`src/rtl/fwd_hazard_if.sv`:
```
// Bundle between the ID/EX pipeline control and the forwarding/hazard unit.
// master: pipeline side (drives ID record and branch outcome, consumes controls).
// slave : fwd_hazard_unit side.
// Signals:
//   id_valid, id_rs, id_rt, id_use_rs, id_use_rt, id_reg_write, id_mem_read,
//   id_dst, ex_branch_taken            pipeline -> unit
//   fwd_a_ctrl1/2, fwd_b_ctrl1/2       unit -> EX operand muxes (registered)
//   pc_stall, ifid_stall, ifid_flush,
//   idex_bubble                        unit -> pipeline registers (combinational)
interface fwd_hazard_if #(
    parameter int unsigned REG_AW = 5
);
    logic              id_valid;
    logic [REG_AW-1:0] id_rs;
    logic [REG_AW-1:0] id_rt;
    logic              id_use_rs;
    logic              id_use_rt;
    logic              id_reg_write;
    logic              id_mem_read;
    logic [REG_AW-1:0] id_dst;
    logic              ex_branch_taken;

    logic              fwd_a_ctrl1;
    logic              fwd_a_ctrl2;
    logic              fwd_b_ctrl1;
    logic              fwd_b_ctrl2;
    logic              pc_stall;
    logic              ifid_stall;
    logic              ifid_flush;
    logic              idex_bubble;

    modport master (
        output id_valid, id_rs, id_rt, id_use_rs, id_use_rt,
               id_reg_write, id_mem_read, id_dst, ex_branch_taken,
        input  fwd_a_ctrl1, fwd_a_ctrl2, fwd_b_ctrl1, fwd_b_ctrl2,
               pc_stall, ifid_stall, ifid_flush, idex_bubble
    );

    modport slave (
        input  id_valid, id_rs, id_rt, id_use_rs, id_use_rt,
               id_reg_write, id_mem_read, id_dst, ex_branch_taken,
        output fwd_a_ctrl1, fwd_a_ctrl2, fwd_b_ctrl1, fwd_b_ctrl2,
               pc_stall, ifid_stall, ifid_flush, idex_bubble
    );
endinterface

```
`src/rtl/fwd_hazard_unit.sv`:
```
// Operand-forwarding and hazard control for a 5-stage pipeline.
// Keeps a shift scoreboard of the producers in EX and MEM and, from the
// instruction in ID, computes:
//   - registered one-hot forward selects for ALU operands A/B
//     (ctrl1 = EX/MEM result, ctrl2 = MEM/WB data), valid while the
//     instruction sits in EX;
//   - combinational load-use stall (pc_stall, ifid_stall, idex_bubble),
//     held for LU_STALL cycles (1 or 2);
//   - combinational taken-branch flush (ifid_flush, idex_bubble).
// Ports: clk, rst_n (async active-low), hz (fwd_hazard_if slave modport).
// The WB slot is not held: a WB producer never forwards (the regfile writes
// in the first half-cycle) and never stalls, so it cannot affect any output.
module fwd_hazard_unit #(
    parameter int unsigned REG_AW   = 5,
    parameter int unsigned LU_STALL = 1
) (
    input  logic        clk,
    input  logic        rst_n,
    fwd_hazard_if.slave hz
);
    localparam int unsigned CNT_W = 2;

    typedef struct packed {
        logic              v;
        logic              wr;
        logic              ld;
        logic [REG_AW-1:0] dst;
    } sb_entry_t;

    sb_entry_t        ex_q, ex_d;
    sb_entry_t        mem_q, mem_d;
    sb_entry_t        id_rec_c;
    logic [CNT_W-1:0] cnt_q, cnt_d;

    logic fwd_a1_q, fwd_a1_d;
    logic fwd_a2_q, fwd_a2_d;
    logic fwd_b1_q, fwd_b1_d;
    logic fwd_b2_q, fwd_b2_d;

    logic ex_rs_c, ex_rt_c, mem_rs_c, mem_rt_c;
    logic lu_ex_c, lu_mem_c;
    logic branch_c, stall_c, bubble_c;

    // Scoreboard entry s produces register r that the ID instruction reads.
    function automatic logic match(input sb_entry_t         s,
                                   input logic [REG_AW-1:0] r,
                                   input logic              use_r,
                                   input logic              valid);
        return s.v & s.wr & (s.dst == r) & (r != '0) & use_r & valid;
    endfunction

    // Hazard detection, next scoreboard and next forward selects.
    always_comb begin
        id_rec_c = '0;
        ex_d     = '0;
        mem_d    = '0;
        cnt_d    = '0;
        fwd_a1_d = 1'b0;
        fwd_a2_d = 1'b0;
        fwd_b1_d = 1'b0;
        fwd_b2_d = 1'b0;

        id_rec_c.v   = hz.id_valid;
        id_rec_c.wr  = hz.id_reg_write;
        id_rec_c.ld  = hz.id_mem_read;
        id_rec_c.dst = hz.id_dst;

        ex_rs_c  = match(ex_q,  hz.id_rs, hz.id_use_rs, hz.id_valid);
        ex_rt_c  = match(ex_q,  hz.id_rt, hz.id_use_rt, hz.id_valid);
        mem_rs_c = match(mem_q, hz.id_rs, hz.id_use_rs, hz.id_valid);
        mem_rt_c = match(mem_q, hz.id_rt, hz.id_use_rt, hz.id_valid);

        lu_ex_c  = ex_q.ld & (ex_rs_c | ex_rt_c);
        // Second stall cycle: the load has moved to MEM and still cannot forward.
        lu_mem_c = (LU_STALL == 32'd2) & (cnt_q == CNT_W'(1))
                 & mem_q.ld & (mem_rs_c | mem_rt_c);

        // A taken branch discards the ID instruction, so it beats load-use.
        branch_c = hz.ex_branch_taken;
        stall_c  = ~branch_c & (lu_ex_c | lu_mem_c) & (cnt_q < CNT_W'(LU_STALL));
        bubble_c = stall_c | branch_c;

        cnt_d = stall_c ? cnt_q + CNT_W'(1) : '0;
        ex_d  = bubble_c ? '0 : id_rec_c;
        mem_d = ex_q;

        // Youngest producer wins; a bubble entering EX carries no selects.
        fwd_a1_d = ~bubble_c & ex_rs_c & ~ex_q.ld;
        fwd_a2_d = ~bubble_c & ~fwd_a1_d & mem_rs_c;
        fwd_b1_d = ~bubble_c & ex_rt_c & ~ex_q.ld;
        fwd_b2_d = ~bubble_c & ~fwd_b1_d & mem_rt_c;
    end

    // Scoreboard, stall counter and forward-select registers.
    always_ff @(posedge clk or negedge rst_n) begin
        if (!rst_n) begin
            ex_q     <= '0;
            mem_q    <= '0;
            cnt_q    <= '0;
            fwd_a1_q <= 1'b0;
            fwd_a2_q <= 1'b0;
            fwd_b1_q <= 1'b0;
            fwd_b2_q <= 1'b0;
        end else begin
            ex_q     <= ex_d;
            mem_q    <= mem_d;
            cnt_q    <= cnt_d;
            fwd_a1_q <= fwd_a1_d;
            fwd_a2_q <= fwd_a2_d;
            fwd_b1_q <= fwd_b1_d;
            fwd_b2_q <= fwd_b2_d;
        end
    end

    assign hz.fwd_a_ctrl1 = fwd_a1_q;
    assign hz.fwd_a_ctrl2 = fwd_a2_q;
    assign hz.fwd_b_ctrl1 = fwd_b1_q;
    assign hz.fwd_b_ctrl2 = fwd_b2_q;

    // Pipeline controls are forced low while reset is asserted.
    assign hz.pc_stall    = rst_n & stall_c;
    assign hz.ifid_stall  = rst_n & stall_c;
    assign hz.ifid_flush  = rst_n & branch_c;
    assign hz.idex_bubble = rst_n & bubble_c;

endmodule

```
`src/flat_wrapper.sv`:
```
// flat-port wrapper written by rule: the top's interface ports become plain ports
module fwd_hazard_unit_flat 
#(
    parameter int unsigned REG_AW   = 5,
    parameter int unsigned LU_STALL = 1
)
  (clk, rst_n, hz_id_valid, hz_id_rs, hz_id_rt, hz_id_use_rs, hz_id_use_rt, hz_id_reg_write, hz_id_mem_read, hz_id_dst, hz_ex_branch_taken, hz_fwd_a_ctrl1, hz_fwd_a_ctrl2, hz_fwd_b_ctrl1, hz_fwd_b_ctrl2, hz_pc_stall, hz_ifid_stall, hz_ifid_flush, hz_idex_bubble);
  fwd_hazard_if #(.REG_AW(REG_AW)) hz_i ();
  input  logic clk;
  input  logic rst_n;
  input wire logic [$bits(hz_i.id_valid)-1:0] hz_id_valid;
  input wire logic [$bits(hz_i.id_rs)-1:0] hz_id_rs;
  input wire logic [$bits(hz_i.id_rt)-1:0] hz_id_rt;
  input wire logic [$bits(hz_i.id_use_rs)-1:0] hz_id_use_rs;
  input wire logic [$bits(hz_i.id_use_rt)-1:0] hz_id_use_rt;
  input wire logic [$bits(hz_i.id_reg_write)-1:0] hz_id_reg_write;
  input wire logic [$bits(hz_i.id_mem_read)-1:0] hz_id_mem_read;
  input wire logic [$bits(hz_i.id_dst)-1:0] hz_id_dst;
  input wire logic [$bits(hz_i.ex_branch_taken)-1:0] hz_ex_branch_taken;
  output wire logic [$bits(hz_i.fwd_a_ctrl1)-1:0] hz_fwd_a_ctrl1;
  output wire logic [$bits(hz_i.fwd_a_ctrl2)-1:0] hz_fwd_a_ctrl2;
  output wire logic [$bits(hz_i.fwd_b_ctrl1)-1:0] hz_fwd_b_ctrl1;
  output wire logic [$bits(hz_i.fwd_b_ctrl2)-1:0] hz_fwd_b_ctrl2;
  output wire logic [$bits(hz_i.pc_stall)-1:0] hz_pc_stall;
  output wire logic [$bits(hz_i.ifid_stall)-1:0] hz_ifid_stall;
  output wire logic [$bits(hz_i.ifid_flush)-1:0] hz_ifid_flush;
  output wire logic [$bits(hz_i.idex_bubble)-1:0] hz_idex_bubble;
  assign hz_i.id_valid = hz_id_valid;
  assign hz_i.id_rs = hz_id_rs;
  assign hz_i.id_rt = hz_id_rt;
  assign hz_i.id_use_rs = hz_id_use_rs;
  assign hz_i.id_use_rt = hz_id_use_rt;
  assign hz_i.id_reg_write = hz_id_reg_write;
  assign hz_i.id_mem_read = hz_id_mem_read;
  assign hz_i.id_dst = hz_id_dst;
  assign hz_i.ex_branch_taken = hz_ex_branch_taken;
  assign hz_fwd_a_ctrl1 = hz_i.fwd_a_ctrl1;
  assign hz_fwd_a_ctrl2 = hz_i.fwd_a_ctrl2;
  assign hz_fwd_b_ctrl1 = hz_i.fwd_b_ctrl1;
  assign hz_fwd_b_ctrl2 = hz_i.fwd_b_ctrl2;
  assign hz_pc_stall = hz_i.pc_stall;
  assign hz_ifid_stall = hz_i.ifid_stall;
  assign hz_ifid_flush = hz_i.ifid_flush;
  assign hz_idex_bubble = hz_i.idex_bubble;
  fwd_hazard_unit #(.REG_AW(REG_AW), .LU_STALL(LU_STALL)) u_core (.clk(clk), .rst_n(rst_n), .hz(hz_i));
endmodule
```
`config.mk`:
```
export PLATFORM = sky130hd
export DESIGN_NAME = fwd_hazard_unit_flat
export DESIGN_NICKNAME = d
export VERILOG_FILES = /design/src/rtl/fwd_hazard_if.sv /design/src/rtl/fwd_hazard_unit.sv /design/src/flat_wrapper.sv
export SDC_FILE = /design/constraint.sdc
export NUM_CORES = 1
export LEC_CHECK = 0
export CAP_MARGIN = 20
export CORE_UTILIZATION = 40
export DETAILED_ROUTE_END_ITERATION = 8
export PLACE_DENSITY = 0.72
export SLEW_MARGIN = 30
export SYNTH_ARGS = -nofsm -noshare
export SYNTH_HDL_FRONTEND = slang
export SYNTH_SLANG_ARGS = --single-unit
```
`constraint.sdc`:
```
create_clock -name clk -period 3.2 [get_ports clk]
set_input_delay 0.96 -clock clk [delete_from_list [all_inputs] [get_ports clk]]
set_output_delay 0.96 -clock clk [all_outputs]
set_load 0.005 [all_outputs]
```
Word-level counts from Yosys, hierarchy flattened
Cells that the tools add are included.
{"block": "classes", "addsub": 1, "order_cmp": 1, "eq_ne": 4, "muxes": 2, "n_bitwise": 39, "reduce_logical": 2}
{"cell": "AND 1 bit", "n": 32}
{"cell": "equality test 5 bit", "n": 4}
{"cell": "nonzero test 5 bit", "n": 2}
{"cell": "two-way mux 8 bit", "n": 1}
{"cell": "NOT 1 bit", "n": 5}
{"cell": "adder 2 x 1 -> 2 bit, second input constant", "n": 1}
{"cell": "less-than comparator 2 x 1 -> 1 bit, second input constant", "n": 1}
{"cell": "two-way mux 2 bit", "n": 1}
{"cell": "OR 1 bit", "n": 2}
{"block": "totals", "register_bits": 21, "output_inout_bits": 8, "word_cells": 61}

Depth between registers and ports, before layout
{"block": "logic_depth", "depth_word": 16, "ltp_mapped": 7, "mapped_depth_nobuf": 6}

Worst setup path before layout
OpenSTA, ideal clock, no wires.
{"block": "synth_timing", "path_kind": "input to output", "startpoint": "input hz_id_rt[1]", "endpoint": "output hz_pc_stall", "arrival_time_ns": 2.126, "setup_slack_ns": 0.114, "path_stages": 5, "n_path_buf": 1, "cell_sequence": "or4_1 > o21ai_2 > nor4_1 > o211a_1 > buf_4"}
{"block": "synth_between", "elab_chain_cells": 10}
{"element": "start: declaration", "line_no": "flat_wrapper.sv:13", "text": "input wire logic [$bits(hz_i.id_rt)-1:0] hz_id_rt;"}
{"element": "equality test 5 bit", "line_no": "fwd_hazard_unit.sv:49", "text": "return s.v & s.wr & (s.dst == r) & (r != '0) & use_r & valid;"}
{"element": "AND 1 bit", "line_no": "fwd_hazard_unit.sv:49"}
{"element": "AND 1 bit (*) (3 in a row)", "line_no": "fwd_hazard_unit.sv:49"}
{"element": "OR 1 bit (*)", "line_no": "fwd_hazard_unit.sv:73", "text": "lu_ex_c = ex_q.ld & (ex_rs_c | ex_rt_c);"}
{"element": "AND 1 bit (*)", "line_no": "fwd_hazard_unit.sv:73"}
{"element": "AND 1 bit (*) (2 in a row)", "line_no": "fwd_hazard_unit.sv:80", "text": "stall_c = ~branch_c & (lu_ex_c | lu_mem_c) & (cnt_q < CNT_W'(LU_STALL));"}
{"element": "AND 1 bit (*)"}
{"element": "end: declaration", "line_no": "flat_wrapper.sv:24", "text": "output wire logic [$bits(hz_i.pc_stall)-1:0] hz_pc_stall;"}
Mark *: on every way between the ends. The rest lies on a longest branch, timed or not.

Final worst setup path
{"block": "layout_timing", "startpoint": "input hz_id_rs[1]", "endpoint": "output hz_idex_bubble"}
{"block": "layout_between", "elab_chain_cells": 11}
{"element": "start: declaration", "line_no": "flat_wrapper.sv:12", "text": "input wire logic [$bits(hz_i.id_rs)-1:0] hz_id_rs;"}
{"element": "equality test 5 bit", "line_no": "fwd_hazard_unit.sv:49"}
{"element": "AND 1 bit", "line_no": "fwd_hazard_unit.sv:49"}
{"element": "AND 1 bit (*) (3 in a row)", "line_no": "fwd_hazard_unit.sv:49"}
{"element": "OR 1 bit (*)", "line_no": "fwd_hazard_unit.sv:73"}
{"element": "AND 1 bit (*)", "line_no": "fwd_hazard_unit.sv:73"}
{"element": "AND 1 bit (*) (2 in a row)", "line_no": "fwd_hazard_unit.sv:80"}
{"element": "OR 1 bit (*)", "line_no": "fwd_hazard_unit.sv:81", "text": "bubble_c = stall_c | branch_c;"}
{"element": "AND 1 bit (*)", "line_no": "fwd_hazard_unit.sv:124", "text": "assign hz.idex_bubble = rst_n & bubble_c;"}
{"element": "end: declaration", "line_no": "flat_wrapper.sv:27", "text": "output wire logic [$bits(hz_i.idex_bubble)-1:0] hz_idex_bubble;"}
Marked as above.

==> reports/qor.yml <==
status: "finished with violations"
failing_checks: "setup timing"
yosys-top-cells-area: "sky130_fd_sc_hd__dfrtp_1, sky130_fd_sc_hd__xnor2_1, sky130_fd_sc_hd__and4_1"
place_area_um2: 1540
rsz0062_at_grt: "true"
chipHeight_um: 53.3
synth_area_um2: 1050
vdd_drop_max_mv: 0.294
r2r_setup_slack_ns: 0.56
cp-start-kind: "input port"
detailroute.via_count: 1007
power-per-cell-area_nw_per_um2: 301
number_of_cells_on_the_worst_reg_to_reg_path: 12
r2r-end: "u_core.ex_q[3]"
hold_ws_ns: 0.406
drc: 0
ctsLongestPathBuffers: 2
power.switching_w: 0.000139
nNetsFinal: 186
crit_fanout: 3
vias_in_the_first_global_route: 1061
gp_routability_congestion: 0.844
tightest_slew_margin_relative_to_the_limit_pct: 76.8
cts_tree: "yes"
timing.clock.skew_ns: 0.00501
ant_nets: 0
netlist-cell-type-count: 28
ys_ff_latch: 21
worstSetupPathType: "input port to output port"
cts.reportedPaths.clkPinSlew_ns: 0.12
power.clock.fraction_pct: 24.6
io_count: 31
global_route_wire_length_before_repair_mm: 4.93
synthesis.area_per_instance_um2: 11.7
drv.max_cap_violation_count: 0
mappedNetlistNets: 114
fmax_mhz: 300
number_of_antenna_violations_at_the_first_check_in_global_routing: 0
htree_num_levels: 1
synth_top_area_share_pct: 49.9
worst-slew-pin-transition_ns: 0.346
design.core.area_um2: 2480
timing_hold_violations_final: 0
cp-end-kind: "output port"
total_leakage_power_nw: 0.817
fin_area_um2: 1760
fin_crit_ns: 3.33
crit_required_ns: 2.24
die_x_um: 53.3
clock_tree.root_cell: "sky130_fd_sc_hd__clkbuf_4"
die_area_um2: 2840
drv_slew: 0
final_min_period_over_clock_period_pct: 104
drt_first_pass_iters: 4
worstReg2RegStart: "u_core.ex_q[4]"
globalRouteTotalUtil_pct: 25.8
drive_above_1_share_pct: 41.6
cp_data_arrival_time_ns: 2.37
min-delay-start: "u_core.ex_q[6]"
maximum_number_of_pins_on_one_net_before_global_route_repair: 22
synth_area_leader_cell: "sky130_fd_sc_hd__dfrtp_1"
power.share.sequential_pct: 53.7
clock_insertion_delay_worst_skew_ns: 0.31
placement.io_buffers: 30
num_antenna_cells: 0
sw_frac_of_total_pct: 26.2
grt_overflow: 0
drt_wl_total_mm: 3.24
design_power_total_w: 0.000530
cts-buffers-inserted: 3
timing.final.setup_violations: 3
drt_first_iter_violations: 24
area_growth_pct: 67.1
synthesis.instances: 90
power.combinational.fraction_pct: 21.7
placement_rows: 18
yosys_warning_count: 0
initial_utilization_pct: 42.5
p_int_w: 0.000391
setup_ws_ns: -0.133
viasPerCell: 5.27
min_path_type: "flip-flop to flip-flop"
dp.final_hpwl_mm: 2.12
yosysSeqAreaShare_pct: 49.9
drt-wirelength-per-cell_um: 17.0
timing.critical_path.to: "hz_idex_bubble"
cts_num_sinks: 21
crit_path_start: "hz_id_rs[1]"
==> cell usage in the layout (no fill, tap or decap), types with 2 or more instances in the layout <==
cell / count
sky130_fd_sc_hd__dlygate4sd2_1: 3
sky130_fd_sc_hd__xnor2_1: 12
sky130_fd_sc_hd__buf_2: 5
sky130_fd_sc_hd__and3_4: 2
sky130_fd_sc_hd__and4_1: 8
sky130_fd_sc_hd__xor2_1: 6
sky130_fd_sc_hd__o211a_1: 2
sky130_fd_sc_hd__o21ai_4: 2
sky130_fd_sc_hd__nand2_1: 5
sky130_fd_sc_hd__nor4_4: 2
sky130_fd_sc_hd__or4_1: 2
sky130_fd_sc_hd__or4_4: 4
sky130_fd_sc_hd__nand4_1: 2
sky130_fd_sc_hd__dfrtp_1: 21
sky130_fd_sc_hd__buf_4: 37
sky130_fd_sc_hd__xnor2_2: 2
sky130_fd_sc_hd__inv_1: 3
sky130_fd_sc_hd__clkdlybuf4s50_1: 15
sky130_fd_sc_hd__buf_6: 6
sky130_fd_sc_hd__nor4b_1: 2
sky130_fd_sc_hd__clkbuf_4: 3
sky130_fd_sc_hd__clkbuf_2: 2
==> cells in the mapped netlist, drive strengths merged <==
cell type	count
and2	1
and4	8
xor2	6
ha	1
nor3	1
nand3	1
and4b	1
nand2	5
a2111oi	1
nor2	1
nor4b	2
inv	3
o211a	2
nor4	3
nand2b	1
o31a	1
a211oi	2
nand4	2
o21ai	3
buf	3
and3	2
or4	5
xnor2	14
dfrtp	21
==> how the worst min path moves through the flow <==
stage / to / slack [ns] / cells after the start
6_report: u_core.mem_q[6] / 0.41 / 0
3_5_place_dp: u_core.mem_q[6] / 0.37 / 0
3_3_place_gp: u_core.mem_q[7] / 0.35 / 0
2_1_floorplan: u_core.mem_q[6] / 0.35 / 0
5_1_grt: u_core.mem_q[6] / 0.42 / 0
4_1_cts: u_core.mem_q[6] / 0.41 / 0
==> logic make-up (layout without fill, tap and decap cells) <==
kind of cell | Yosys count | in the layout | share of synthesized area, %
xor gates and xnor gates | 20 | 20 | 16.6
and+or+nand+nor | 33 | 34 | 21.3
buffers and inverters | 6 | 76 | 3.57
DFF | 21 | 21 | 49.9
AOI/OAI and AO/OA | 9 | 9 | 7.37
adders and majority gates | 1 | 1 | 1.19
==> what timing repair did <==
| action | CTS | global route |
|---|---|---|
| resized for setup | 58 | 16 |
| hold buffers | 0 | 0 |
| setup buffers | 15 | 4 |
| setup endpoints to repair | 3 | 12 |
| pin swaps | 17 | 15 |
| cloned | 0 | 1 |
==> flip-flops by register name, summed over array words and instances, names as in the netlist <==
signal	cells
u_core.cnt_q	2
u_core.ex_q	8
u_core.hz.fwd_a_ctrl1	1
u_core.hz.fwd_a_ctrl2	1
u_core.hz.fwd_b_ctrl1	1
u_core.hz.fwd_b_ctrl2	1
u_core.mem_q	7
==> critical path, cell delays in order <==
cell                      delay [ns]
sky130_fd_sc_hd__buf_8          0.10
sky130_fd_sc_hd__or4_4          0.55
sky130_fd_sc_hd__o21ai_4        0.18
sky130_fd_sc_hd__nor4_4         0.06
sky130_fd_sc_hd__buf_4          0.13
sky130_fd_sc_hd__o31a_1         0.28
sky130_fd_sc_hd__buf_2          0.12
==> per-layer routing <==
metal	global-route usage, %	wire [um]	part of all wire [%]	vias up
li1	-	-	-	477
met1	27.0	1310	40	476
met2	45.2	1610	50	38
met3	4.02	143	4.4	16
met4	19.7	176	5.4	0
met5	0	0	0	-
==> area by class of cell <==
type / count / area (um2)
Fill cell: 185 / 719
Multi-Input combinational cell: 64 / 586
Inverter: 3 / 11.3
Tap cell: 30 / 37.5
Clock buffer: 4 / 26.3
Timing Repair Buffer: 69 / 572
Sequential cell: 21 / 526
==> power groups by stage <==
stage	Combinational, W	Clock (W)	Sequential (W)
after floorplan	0.0000320	0	0.000287
after global placement	0.0000975	0	0.000288
after detailed placement	0.0000999	0	0.000289
after CTS	0.000105	0.000134	0.000284
after global routing	0.000124	0.000147	0.000286
final	0.000115	0.000130	0.000284
==> through the flow <==
| step | cells | setup slack (ns) | setup TNS, ns | util, % |
|---|---|---|---|---|
| 6_report | 191 | -0.133 | -0.237 | 71.0 |
| 5_1_grt | 191 | -0.183 | -0.343 | 71.0 |
| 4_1_cts | 189 | -0.226 | -0.433 | 68.7 |
| 3_5_place_dp | 170 | -0.808 | -2.40 | 62.0 |
| 3_3_place_gp | 170 | -0.768 | -2.29 | 62.0 |
| 2_1_floorplan | 90 | 0.114 | 0 | - |
Note: power is estimated with default switching activity, not from simulation.
==> RTL edit 1, RTL diff (config.mk and constraints unchanged) <==
Make the reset (`rst_n`) synchronous in one clocked block. Comments in the files are not updated.
--- a/src/rtl/fwd_hazard_unit.sv
+++ b/src/rtl/fwd_hazard_unit.sv
@@ -94,3 +94,3 @@
     // Scoreboard, stall counter and forward-select registers.
-    always_ff @(posedge clk or negedge rst_n) begin
+    always_ff @(posedge clk) begin
         if (!rst_n) begin
Function: differs if rst_n is asserted again (counterexample within 4 cycles, from zero or initial values and one cycle with rst_n low); with rst_n held inactive, the same outputs for 10 cycles.
==> RTL edit 1 against the original RTL <==
Cell count down 3.1%; synthesized cell count rose by 12%; the run still ends with negative setup slack left; count of clock-buffer cells in the layout unchanged; design area fell by 14%; area after synthesis is 9.3% lower; highest routed layer unchanged; hold slack better by 0.068 ns; critical path depth grew 1; clock skew rose by 0.0073 ns; sequential power fell by 4%; routed wire length shrank 30%; worst setup slack lost 0.12 ns; first-iteration DRC count fell by 54%; sequential cell count stayed put; total power shrank 8.7%; largest power group unchanged.
==> RTL edit 1: results (changes against the original RTL) <==
| Metric | Value |
|---|---|
| Crit. Startpoint | `hz_id_rt[3]` |
| Count of cell types in the netlist | `26 (-7.1%)` |
| Vias per cell | `4.77 (-9.6%)` |
| DP Worst Slack | `-0.883 ns (-0.0749 ns)` |
| DR WL met3 | `69 um (-52%)` |
| Skew final | `0.0123 ns (+0.00731 ns)` |
| Max IR drop VDD | `0.000266 V (-9.6%)` |
| WHS Path Cells | `1 (+1)` |
| Worst hold slack | `0.474 ns (+0.0679 ns)` |
| Min setup slack post-route | `-0.249 ns (-0.116 ns)` |
| Met2 GRT Util | `34.7% (-11 points)` |
| GRT Util Overall | `20.2% (-5.6 points)` |
| Mapped Nets | `125 (+9.6%)` |
| First-pass GRT wire length | `3.68 mm (-25%)` |
| Status | `finished, violations left` |
| Post-Syn Instances | `101 (+12%)` |
| Met3 Usage GRT | `4.46% (+0.44 points)` |
| Placed Instances | `174 (+2.4%)` |
| Hold Path End | `u_core.mem_q[7]` |
| Largest net degree at the start of global routing | `14 (-36%)` |
| Setup Viol. Count Final | `3 (unchanged)` |
| Fraction of layout cells with a size suffix above 1 | `29.3% (-12 points)` |
| Failing checks | `negative setup slack` |
| Vias in the first global route | `856 (-19%)` |
| Top post-synthesis cells by count | `dfxtp_1, xor2_1, nor2_1, and2_1, nand2_1` |
| Via count | `882 (-12%)` |
| Fill cells | `192 (+3.8%)` |
==> RTL edit 1: cell families after synthesis <==
| family | count (synthesis) | synth area share [%] |
|---|---|---|
| buffers and inverters | 5 | 3.28 |
| DFF | 21 | 44.0 |
| AOI/OAI and AO/OA | 9 | 6.81 |
| and+or+nand+nor | 45 | 26.2 |
| xor gates and xnor gates | 20 | 18.3 |
| adders and majority gates | 1 | 1.31 |
==> RTL edit 1: cell type report <==
cell class | instances | area, um^2 | area share [%]
clock buffer | 4 | 26.3 | 1.74
inverter | 2 | 7.51 | 0.496
multi-input combinational | 75 | 551 | 36.4
sequential | 21 | 420 | 27.8
tap | 28 | 35.0 | 2.32
timing repair buffer | 55 | 473 | 31.3
==> RTL edit 1: what timing repair did <==
| action | 4_1_cts | 5_1_grt |
|---|---|---|
| buffers inserted | 6 | 1 |
| gates resized for setup | 55 | 0 |
| gates cloned | 0 | 0 |
| pin swaps | 10 | 5 |
| hold buffers | 0 | 0 |
| endpoints found under the setup margin | 3 | 3 |
==> RTL edit 2, RTL diff (same flow settings) <==
Without the edit above. `REG_AW` is set to 5 in 3 places; all go to 4.
--- a/src/rtl/fwd_hazard_if.sv
+++ b/src/rtl/fwd_hazard_if.sv
@@ -10,3 +10,3 @@
 interface fwd_hazard_if #(
-    parameter int unsigned REG_AW = 5
+    parameter int unsigned REG_AW = 4
 );
--- a/src/rtl/fwd_hazard_unit.sv
+++ b/src/rtl/fwd_hazard_unit.sv
@@ -13,3 +13,3 @@
 module fwd_hazard_unit #(
-    parameter int unsigned REG_AW   = 5,
+    parameter int unsigned REG_AW   = 4,
     parameter int unsigned LU_STALL = 1
--- a/src/flat_wrapper.sv
+++ b/src/flat_wrapper.sv
@@ -3,3 +3,3 @@
 #(
-    parameter int unsigned REG_AW   = 5,
+    parameter int unsigned REG_AW   = 4,
     parameter int unsigned LU_STALL = 1
Ports: changed (resized hz_id_dst, hz_id_rs and hz_id_rt); port bits go from 31 to 28. No check against the original RTL was run, so the function may have changed too.
==> RTL edit 2 against the original RTL <==
The run still ends with negative setup slack left; synthesized cell count fell by 13%; area after synthesis fell by 15%; sequential cell count fell by 2; utilization is 11 points higher; routed wire length grew 2.7%; design area shrank 4.6%; worst setup slack improved by 0.094 ns; total power shrank 5.2%; critical path type unchanged.
==> RTL edit 2: results (changes against the original RTL) <==
| Metric | Value |
|---|---|
| Post-Syn Instances | `78 (-13%)` |
| Post-Synth Adder-Cell Area | `1.40% (+0.21 points)` |
| Placed Instances | `146 (-14%)` |
| Mapped Nets | `99 (-13%)` |
| Worst reg2reg path startpoint | `u_core.ex_q[2]` |
| Largest net degree at the start of global routing | `11 (-50%)` |
| WL per Instance | `18.6 um (+9.6%)` |
| Non-Filler Instances | `179 (-6.3%)` |
| Setup Viol. Count Final | `3 (unchanged)` |
| Failing checks | `negative setup slack` |
| Crit path max-delay cell type | `o41ai_4` |
| Status | `finished, violations left` |
| Port buffer count | `27 (-10%)` |
| Crit. Startpoint | `hz_id_rt[2]` |
| Min setup slack post-route | `-0.0387 ns (+0.0941 ns)` |
| Sequential element share of the synthesized area | `53.1% (+3.1 points)` |
| Vias per cell | `5.29 (+0.35%)` |
| GRT Util Overall | `25.6% (-0.14 points)` |
| First-pass GRT wire length | `4.51 mm (-8.5%)` |
| Footprint of the multi-input gates | `534 um^2 (-8.8%)` |
| DP Worst Slack | `-0.728 ns (+0.0797 ns)` |
| Leakage power | `0.797 nW (-2.4%)` |
| Cell family with most CP delay | `buffers and inverters` |
| Post-synthesis compound-gate area fraction | `7.68% (+0.31 points)` |
| Total Nets Final | `174 (-6.5%)` |
| Skew final | `0.0116 ns (+0.00656 ns)` |
| Dpl cell area | `0.00131 mm^2 (-15%)` |
| Fraction of layout cells with a size suffix above 1 | `51.3% (+9.7 points)` |
| DP HPWL | `1.47 mm (-31%)` |
| Top cells by area, synth | `dfrtp_1, xor2_1, and2_1, xnor2_1, nor3_1` |
==> RTL edit 2: cell types whose count changed after synthesis, sizes merged, moves of 3 or more <==
cell | before | now
and2 | 1 | 11
and4 | 8 | 0
nand3 | 1 | 5
nor3 | 1 | 7
o21ai | 3 | 0
or4 | 5 | 0
xnor2 | 14 | 4
xor2 | 6 | 12
==> RTL edit 2: layout make-up <==
| type | count | area share (%) |
|---|---|---|
| Sequential cell | 19 | 28.3 |
| Multi-Input combinational cell | 54 | 31.8 |
| Inverter | 4 | 0.895 |
| Tap cell | 27 | 2.01 |
| Clock buffer | 4 | 1.57 |
| Timing Repair Buffer | 71 | 35.3 |
==> RTL edit 2: final timing paths <==
path | to | slack [ns] | cells past startpoint
setup / recovery | hz_idex_bubble | -0.04 | 9
min in group asynchronous | u_core.hz.fwd_b_ctrl2 | 1.08 | 2
max in group asynchronous | u_core.ex_q[6] | 1.98 | 2
hold / removal | u_core.mem_q[6] | 0.45 | 0
hold reg to reg | u_core.mem_q[6] | 0.45 | 0
setup reg to reg | u_core.hz.fwd_b_ctrl1 | 0.26 | 18
==> RTL edit 2: what timing repair did <==
item,in CTS,in global routing
pin swaps,10,10
hold buffers,0,0
endpoints found under the setup margin,3,4
setup buffers,31,1
resized for setup,63,22
==> RTL edit 2: routing by layer <==
layer | wire [um] | vias to the layer above | track usage [%] | part of all wire, %
li1 | - | 411 | - | -
met1 | 1320 | 466 | 25.7 | 40
met2 | 1720 | 56 | 51.1 | 52
met3 | 166 | 14 | 3.43 | 5.0
met4 | 116 | 0 | 10.8 | 3.5
met5 | 0 | - | 0 | 0
==> RTL edit 2: worst reg2reg max path: stages (launching register included) <==
cell and delay, ns:
dfrtp_1 0.48, xor2_4 0.22, nor3_4 0.20, nand3_2 0.13, buf_6 0.13, buf_4 0.11, buf_4 0.12, buf_4 0.12
buf_4 0.12, buf_4 0.12, buf_4 0.12, buf_4 0.12, buf_4 0.12, buf_4 0.12, buf_4 0.12, buf_4 0.12
buf_4 0.13, buf_6 0.12, nor3_4 0.13
==> RTL edit 2: cell families (layout without fill, tap and decap cells) <==
| group | after synthesis | after routing |
|---|---|---|
| AO/OA/AOI/OAI | 6 | 6 |
| XOR/XNOR | 16 | 16 |
| adder cells (fa/ha/maj) | 1 | 1 |
| buffers and inverters | 5 | 79 |
| flip-flops | 19 | 19 |
| AND/OR/NAND/NOR | 31 | 31 |
==> RTL edit 2: power breakdown <==
| part | internal (mW) | total, mW | switching, mW | leakage, nW |
|---|---|---|---|---|
| Sequential | 0.248 | 0.260 | 0.0115 | 0.251 |
| Combinational | 0.0635 | 0.115 | 0.0513 | 0.531 |
| Clock | 0.0487 | 0.128 | 0.0792 | 0.0150 |
| Total | 0.361 | 0.503 | 0.142 | 0.797 |
